### src/rtl/lc3_memaccess.sv
// lc3_memaccess: LC3 memory-access stage. Takes the execute-stage opcode,
// effective address and store data on a mem_start pulse and runs the
// data-memory handshake, including the two-access indirect ops LDI and STI.
//
// Ports:
//   clock, reset          rising-edge clock, async active-low reset
//   mem_start             one-cycle request; IR_Exec/pcout/M_Data valid with it
//   IR_Exec[15:12]        opcode (remaining bits unused)
//   pcout, M_Data         effective address, store data
//   Data_dout             memory read data
//   complete_data         memory completion strobe for the current access
//   Data_addr, Data_din   memory address / write data (hold in IDLE)
//   Data_rd, Data_wr      read / write request
//   mem_state             0=READ 1=IND 2=WRITE 3=IDLE
//   memout                last load result
//   mem_done              one-cycle completion pulse
//   busy                  mem_state != IDLE
//   mem_err               timeout pulse (constant 0 without the macro)
//
// Build option: LC3_MEMACC_TIMEOUT_EN enables the per-access timeout of
// TIMEOUT_CYCLES cycles.
//
// state | meaning
// READ  | load access in flight (direct address or indirect pointer)
// IND   | fetching the pointer word for LDI/STI
// WRITE | store access in flight
// IDLE  | waiting for mem_start

module lc3_memaccess #(
    parameter int ADDR_W         = 16,
    parameter int TIMEOUT_CYCLES = 64
) (
    input  logic              clock,
    input  logic              reset,
    input  logic              mem_start,
    input  logic [15:0]       IR_Exec,
    input  logic [ADDR_W-1:0] pcout,
    input  logic [ADDR_W-1:0] M_Data,
    input  logic [ADDR_W-1:0] Data_dout,
    input  logic              complete_data,
    output logic [ADDR_W-1:0] Data_addr,
    output logic [ADDR_W-1:0] Data_din,
    output logic              Data_rd,
    output logic              Data_wr,
    output logic [1:0]        mem_state,
    output logic [ADDR_W-1:0] memout,
    output logic              mem_done,
    output logic              busy,
    output logic              mem_err
);

    typedef enum logic [1:0] {
        S_READ  = 2'd0,
        S_IND   = 2'd1,
        S_WRITE = 2'd2,
        S_IDLE  = 2'd3
    } state_t;

    localparam logic [3:0] OP_LD  = 4'b0010;
    localparam logic [3:0] OP_LDR = 4'b0110;
    localparam logic [3:0] OP_LDI = 4'b1010;
    localparam logic [3:0] OP_ST  = 4'b0011;
    localparam logic [3:0] OP_STR = 4'b0111;
    localparam logic [3:0] OP_STI = 4'b1011;

    state_t            r_state, w_state_nx;
    logic [3:0]        r_op, w_op_nx;
    logic [ADDR_W-1:0] r_md, w_md_nx;
    logic [ADDR_W-1:0] r_addr, w_addr_nx;
    logic [ADDR_W-1:0] r_din, w_din_nx;
    logic [ADDR_W-1:0] r_memout, w_memout_nx;
    logic              r_rd, w_rd_nx;
    logic              r_wr, w_wr_nx;
    logic              r_done, w_done_nx;

`ifdef LC3_MEMACC_TIMEOUT_EN
    localparam int CNT_W = $clog2(TIMEOUT_CYCLES + 1);
    logic [CNT_W-1:0] r_cnt, w_cnt_nx;
    logic             r_err, w_err_nx;
`endif

    // Only the opcode field of IR_Exec matters here.
    logic w_unused;
    assign w_unused = (^IR_Exec[11:0]) ^ (TIMEOUT_CYCLES == 0);

    always_ff @(posedge clock or negedge reset) begin
        if (!reset) begin
            r_state  <= S_IDLE;
            r_op     <= '0;
            r_md     <= '0;
            r_addr   <= '0;
            r_din    <= '0;
            r_memout <= '0;
            r_rd     <= 1'b0;
            r_wr     <= 1'b0;
            r_done   <= 1'b0;
`ifdef LC3_MEMACC_TIMEOUT_EN
            r_cnt    <= '0;
            r_err    <= 1'b0;
`endif
        end else begin
            r_state  <= w_state_nx;
            r_op     <= w_op_nx;
            r_md     <= w_md_nx;
            r_addr   <= w_addr_nx;
            r_din    <= w_din_nx;
            r_memout <= w_memout_nx;
            r_rd     <= w_rd_nx;
            r_wr     <= w_wr_nx;
            r_done   <= w_done_nx;
`ifdef LC3_MEMACC_TIMEOUT_EN
            r_cnt    <= w_cnt_nx;
            r_err    <= w_err_nx;
`endif
        end
    end

    always_comb begin
        w_state_nx  = r_state;
        w_op_nx     = r_op;
        w_md_nx     = r_md;
        w_addr_nx   = r_addr;
        w_din_nx    = r_din;
        w_memout_nx = r_memout;
        w_rd_nx     = r_rd;
        w_wr_nx     = r_wr;
        w_done_nx   = 1'b0;
`ifdef LC3_MEMACC_TIMEOUT_EN
        w_cnt_nx    = '0;
        w_err_nx    = 1'b0;
`endif
        case (r_state)
            S_IDLE: begin
                w_rd_nx = 1'b0;
                w_wr_nx = 1'b0;
                if (mem_start) begin
                    case (IR_Exec[15:12])
                        OP_LD, OP_LDR: begin
                            w_state_nx = S_READ;
                            w_rd_nx    = 1'b1;
                        end
                        OP_LDI, OP_STI: begin
                            w_state_nx = S_IND;
                            w_rd_nx    = 1'b1;
                        end
                        OP_ST, OP_STR: begin
                            w_state_nx = S_WRITE;
                            w_wr_nx    = 1'b1;
                            w_din_nx   = M_Data;
                        end
                        default: ;
                    endcase
                    // Unknown opcodes leave every register (and thus the
                    // held Data_addr) untouched.
                    if (w_state_nx != S_IDLE) begin
                        w_op_nx   = IR_Exec[15:12];
                        w_md_nx   = M_Data;
                        w_addr_nx = pcout;
                    end
                end
            end
            S_IND: begin
                if (complete_data) begin
                    // The pointer word becomes the address of the second access.
                    w_addr_nx = Data_dout;
                    if (r_op == OP_STI) begin
                        w_state_nx = S_WRITE;
                        w_rd_nx    = 1'b0;
                        w_wr_nx    = 1'b1;
                        w_din_nx   = r_md;
                    end else begin
                        w_state_nx = S_READ;
                    end
                end
            end
            S_READ: begin
                if (complete_data) begin
                    w_memout_nx = Data_dout;
                    w_done_nx   = 1'b1;
                    w_rd_nx     = 1'b0;
                    w_state_nx  = S_IDLE;
                end
            end
            S_WRITE: begin
                if (complete_data) begin
                    w_done_nx  = 1'b1;
                    w_wr_nx    = 1'b0;
                    w_state_nx = S_IDLE;
                end
            end
            default: w_state_nx = S_IDLE;
        endcase
`ifdef LC3_MEMACC_TIMEOUT_EN
        // Counter is zero on entry to every access state because any state
        // change (or IDLE) leaves w_cnt_nx at its default.
        if (r_state != S_IDLE && !complete_data) begin
            if (r_cnt == CNT_W'(TIMEOUT_CYCLES - 1)) begin
                w_state_nx = S_IDLE;
                w_rd_nx    = 1'b0;
                w_wr_nx    = 1'b0;
                w_err_nx   = 1'b1;
            end else begin
                w_cnt_nx = r_cnt + 1'b1;
            end
        end
`endif
    end

    assign Data_addr = r_addr;
    assign Data_din  = r_din;
    assign Data_rd   = r_rd;
    assign Data_wr   = r_wr;
    assign mem_state = r_state;
    assign memout    = r_memout;
    assign mem_done  = r_done;
    assign busy      = (r_state != S_IDLE);
`ifdef LC3_MEMACC_TIMEOUT_EN
    assign mem_err   = r_err;
`else
    assign mem_err   = 1'b0;
`endif

endmodule

### config.mk
export PLATFORM = sky130hd
export DESIGN_NAME = lc3_memaccess
export DESIGN_NICKNAME = d
export VERILOG_FILES = /design/src/rtl/lc3_memaccess.sv
export SDC_FILE = /design/constraint.sdc
export NUM_CORES = 1
export LEC_CHECK = 0
export CORE_MARGIN = 2
export CORE_UTILIZATION = 45
export DETAILED_ROUTE_END_ITERATION = 16
export GPL_TIMING_DRIVEN = 0
export HOLD_SLACK_MARGIN = 0.05
export PLACE_DENSITY = 0.79
export SKIP_CTS_REPAIR_TIMING = 1
export SYNTH_ARGS = -nofsm -noshare
export SYNTH_HDL_FRONTEND = slang
export SYNTH_SLANG_ARGS = --single-unit
### constraint.sdc
create_clock -name clock -period 3.8 [get_ports clock]
set_clock_uncertainty 0.15 [all_clocks]
set_input_delay 0.76 -clock clock [delete_from_list [all_inputs] [get_ports clock]]
set_output_delay 0.76 -clock clock [all_outputs]
set_load 0.1 [all_outputs]
## Word level (Yosys, flattened, before mapping)

Index checks and enable logic that the tools add are counted.
Widths: inputs -> output; s select.

- Add/subtract/negate cells: 0
- Equality and inequality tests: 20
- Order comparisons: 0
- Reductions and logical operators: 16
- Multipliers: 0
- Shift-type cells: 0
- Bitwise operators: 0
- Muxes and demuxes: 30
- Div/mod/pow operators: 0

Operator list:

| kind | number |
|---|---|
| $mux 16 | 7 |
| $pmux 16 s2 | 2 |
| $ne 2x2->1 const B | 8 |
| $eq 4x4->1 const B | 3 |
| $mux 2 | 6 |
| $pmux 2 s3 | 2 |
| $reduce_and 4->1 | 3 |
| $mux 1 | 11 |
| $eq 4x2->1 const B | 2 |
| $eq 4x3->1 const B | 2 |
| $reduce_or 2->1 | 4 |
| $pmux 1 s3 | 2 |
| $reduce_and 3->1 | 2 |
| $reduce_bool 3->1 | 2 |
| $reduce_and 5->1 | 1 |
| $eq 2x2->1 const B | 2 |
| $ne 2x1->1 const B | 2 |
| $reduce_or 4->1 | 1 |
| $eq 2x1->1 const B | 1 |
| $logic_not 2->1 | 1 |
| $reduce_and 2->1 | 1 |
| $reduce_bool 2->1 | 1 |

- Register bits: 73
- Word-level logic and storage cells: 75
- Memory bits (writable): 0
- Bits in latches: 0
- Memory bits (read-only): 0
- Output and inout port bits: 55
- Memories: 0

## Longest topological paths before layout

- Word-level depth: 9
- Gate-level depth with buffers: 7

## Worst setup path after synthesis

No wires, ideal clock.

- Path kind: reg2reg
- Start point: reg r_state[1] (netlist: mem_state[1])
- End point: reg r_addr[10] (netlist: Data_addr[10])
- Cell stages (with the launch flop): 6
- Arrival time: 2.700 ns
- Slack: 0.822 ns
- Library setup time: 0.128 ns
- Period minus slack after synthesis: 2.978 ns
- Path through: dfstp_2 ha_1 inv_1 o31ai_4 buf_6 mux2_1

- Longest elaborated chain between the ends: 6
- Elaborated cells between the ends (all ways): 12
- Those cells by class: eq/ne: 6; mux: 4; reduce/logical: 2

Ends and longest elaborated chain:

| item | line | RTL |
|---|---|---|
| start, declared | 66 | `state_t r_state, w_state_nx;` |
| start signal, assigned | 102 | `r_state <= w_state_nx;` |
| $pmux 2 s3 | 137 | `case (IR_Exec[15:12])` |
| $mux 2 | 136 | `if (mem_start) begin` |
| $mux 2 | 132 | `case (r_state)` |
| $ne 2x2->1 | 155 | `if (w_state_nx != S_IDLE) begin` |
| $ne 2x2->1 (no source line) | - |  |
| $reduce_and 4->1 (no source line) | - |  |
| end signal, assigned | 105 | `r_addr <= w_addr_nx;` |
| end, declared | 69 | `logic [ADDR_W-1:0] r_addr, w_addr_nx;` |

Parallel ways exist; a longest one is shown, timed or not. The select of a mux whose other input is x is not followed.
A chain may end at the register's enable or synchronous reset.

## Worst setup path in the final report

- Start point: reg r_state[1] (netlist: mem_state[1])
- End point: out busy

- Longest elaborated chain between the ends: 1

Ends and longest elaborated chain:

| item | line | RTL |
|---|---|---|
| $ne 2x2->1 | 216 | `assign busy = (r_state != S_IDLE);` |
| end, declared | 48 | `output logic busy,` |

Every way passes these cells.

==> results.toml <==
[timing]
worstMarginPinSlew_ns = 1.01
finalCriticalPeriod_ns = 3.30
max-slew-margin-rel_pct = 32.7
finalHoldViolations = 0
setup_slack_ns = 0.498
setup_viol = 0
rsz0062_at_grt = "false"
max_freq_mhz = 303
maxSlewViolCount = 0
period_share_pct = 86.9

[synth]
synth_seq_cells = 73
syn_area_per_cell_sq_um = 13.4
ys_types = 36
ys.flop_type = "dfrtp_1"
synthArstFlopShare_pct = 100
syn_nets = 325
synth-seq-area-share_pct = 54.2
ys_warn_count = 0
synth_edf_count = 0
synth_area_sq_um = 3370
synthCells = 251

[worst_setup_path]
reg2reg_depth = 5
critPathLaunchType = "flop"
crit_arrival_ns = 2.39
crit_path_cell_trace = "ha_1 -> inv_1 -> clkdlybuf4s50_1"
crit_type = "flop to primary output"
worstSetupStartpoint = "mem_state[1]"
slowest_delay_ns = 1.18
cp-endpoint = "busy"
rrSetupSlack_ns = 1.39
r2r-start = "mem_state[1]"
r2r-end = "Data_addr[13]"
cp_data_required_time_ns = 2.89
crit_path_top_delay_cell = "clkdlybuf4s50_1"
path_max_fanout = 9
critPathCaptureType = "primary output"

[clocking]
clk_path_buf_depth = 2
cts_sinks = 73
cts_buffers = 9
clk_pin_slew_worst_paths_ns = 0.07
cts_root_buffer = "clkbuf_8"
htreeDepth = 3
clock_latency_ns = 0.34
cts_tree = "yes"

[grt]
overflow = 0
grt_pass1_vias = 2571
grt_first_pass_wirelength_um = 12700
antenna_found_initial = 0
grt_max_degree = 74
grtUsageTotal_pct = 19.8

[place]
placed_area_sq_um = 4610
dpl.cell_count = 460
place_ws_ns = 0.857
io_buffer_count = 109
hpwl_um = 5680
gp_congestion = 0.799

[die]
placementRows = 31
coreArea_sq_um = 7250
num_io_pins = 123
die_area_sq_um = 8200
die_y_um = 90.6
start_util_pct = 46.5
fp.dieW_um = 90.6

[final_layout]
diodes = 0
fin_cells = 475
layout.nets = 446
postLayoutCellArea_sq_um = 4810
syn2layout_area_growth_pct = 42.5
drive_gt1_share_pct = 24.2

[routing]
dr.pass1.iters = 4
wl_um = 7830
drt_iter0_markers = 93
wl_per_cell_um = 16.5
ant_nets = 0
avgViaCountPerCell = 5.27
vias = 2502
drc = 0

[min_path]
worstHoldPathType = "input pin to async pin"

[run_status]
status = "complete, no violations"

[run]
cap_viol_max_count = 0
per-stage QoR:
step / hold WS [ns] / setup TNS [ns] / util [%]
2_1_floorplan: 0.308 / 0 / -
3_3_place_gp: 0.318 / -47.41 / 63.3
3_5_place_dp: 0.335 / 0 / 63.6
4_1_cts: 0.288 / 0 / 66.3
5_1_grt: 0.305 / 0 / 66.3
6_report: 0.283 / 0 / 66.3
cell usage in the layout, fill, tap and decap left out, types with 2 or more instances in the layout:
cell,n
nand2_1,3
clkbuf_8,11
ha_1,6
a21oi_1,19
clkinv_2,2
inv_1,7
nor3_1,2
dfrtp_1,71
buf_2,4
mux2i_1,17
a31oi_1,17
clkbuf_1,7
mux2_2,58
nor2_1,2
mux2_1,11
dfstp_2,2
clkdlybuf4s50_1,108
buf_4,6
synth_stat cells (2+ instances only):
library cell  instances  share of area [%]
mux2_1               11                3.7
nor3_1                2               0.30
inv_1                 7               0.78
dfstp_2               2                1.6
mux2_2               58                 19
ha_1                  6                2.2
nand2_1               3               0.33
a21oi_1              19                2.8
mux2i_1              17                5.0
dfrtp_1              71                 53
a31oi_1              17                3.2
buf_4                 5                1.1
clkbuf_1              6               0.67
buf_2                 4               0.59
nor2_1                2               0.22
area by class of cell:
type	count	area, sq um
sequential	73	1830
tap	99	124
clock buffer	12	155
fill	553	2440
timing repair buffer	110	1120
buffer	16	91.3
inverter	7	26.3
clock inverter	3	40.0
multi-input combinational	155	1430
per-layer routing:
metal  GRT usage, %  wire length, um  share of wire, %  vias to the layer above
met4           8.72              116               1.5                        0
li1               -                -                 -                     1166
met5              0                0                 0                        -
met1           25.7             3500                45                     1224
met3           5.18              543               6.9                        9
met2           31.5             3670                47                      103
registers in the layout, summed over array words and instances, names as in the netlist:
signal     count
Data_din      16
memout        16
mem_state      2
r_op           4
Data_rd        1
r_md          16
Data_wr        1
Data_addr     16
mem_done       1
worst min-delay path by stage:
| stage | start | to | slack, ns | cells past startpoint |
|---|---|---|---|---|
| after floorplan | reset | Data_addr[0] | 0.31 | 0 |
| after CTS | reset | r_op[3] | 0.29 | 2 |
| after global routing | reset | mem_done | 0.31 | 2 |
| final | reset | Data_addr[0] | 0.28 | 2 |
| after global placement | r_md[8] | r_md[8] | 0.32 | 1 |
| after detailed placement | Data_addr[11] | Data_addr[11] | 0.33 | 1 |
critical path: cells and delay by family (launching register included):
kind,cells,cell delay (ns)
flops,1,0.43
buf+inv,2,1.37
fa+ha+maj,1,0.25
cells by family after synthesis:
logic type | count (synthesis) | synth area share [%]
AND/OR/NAND/NOR | 11 | 1.71
other | 1 | 0.111
adder cells (fa/ha/maj) | 6 | 2.23
AO/OA/AOI/OAI | 51 | 10.2
buffers and inverters | 23 | 3.49
multiplexers | 86 | 28.1
flip-flops | 73 | 54.2
Power is left out: the tool's default activity adds up to more than one toggle a clock period on the data nets, which glitch-free logic cannot reach.
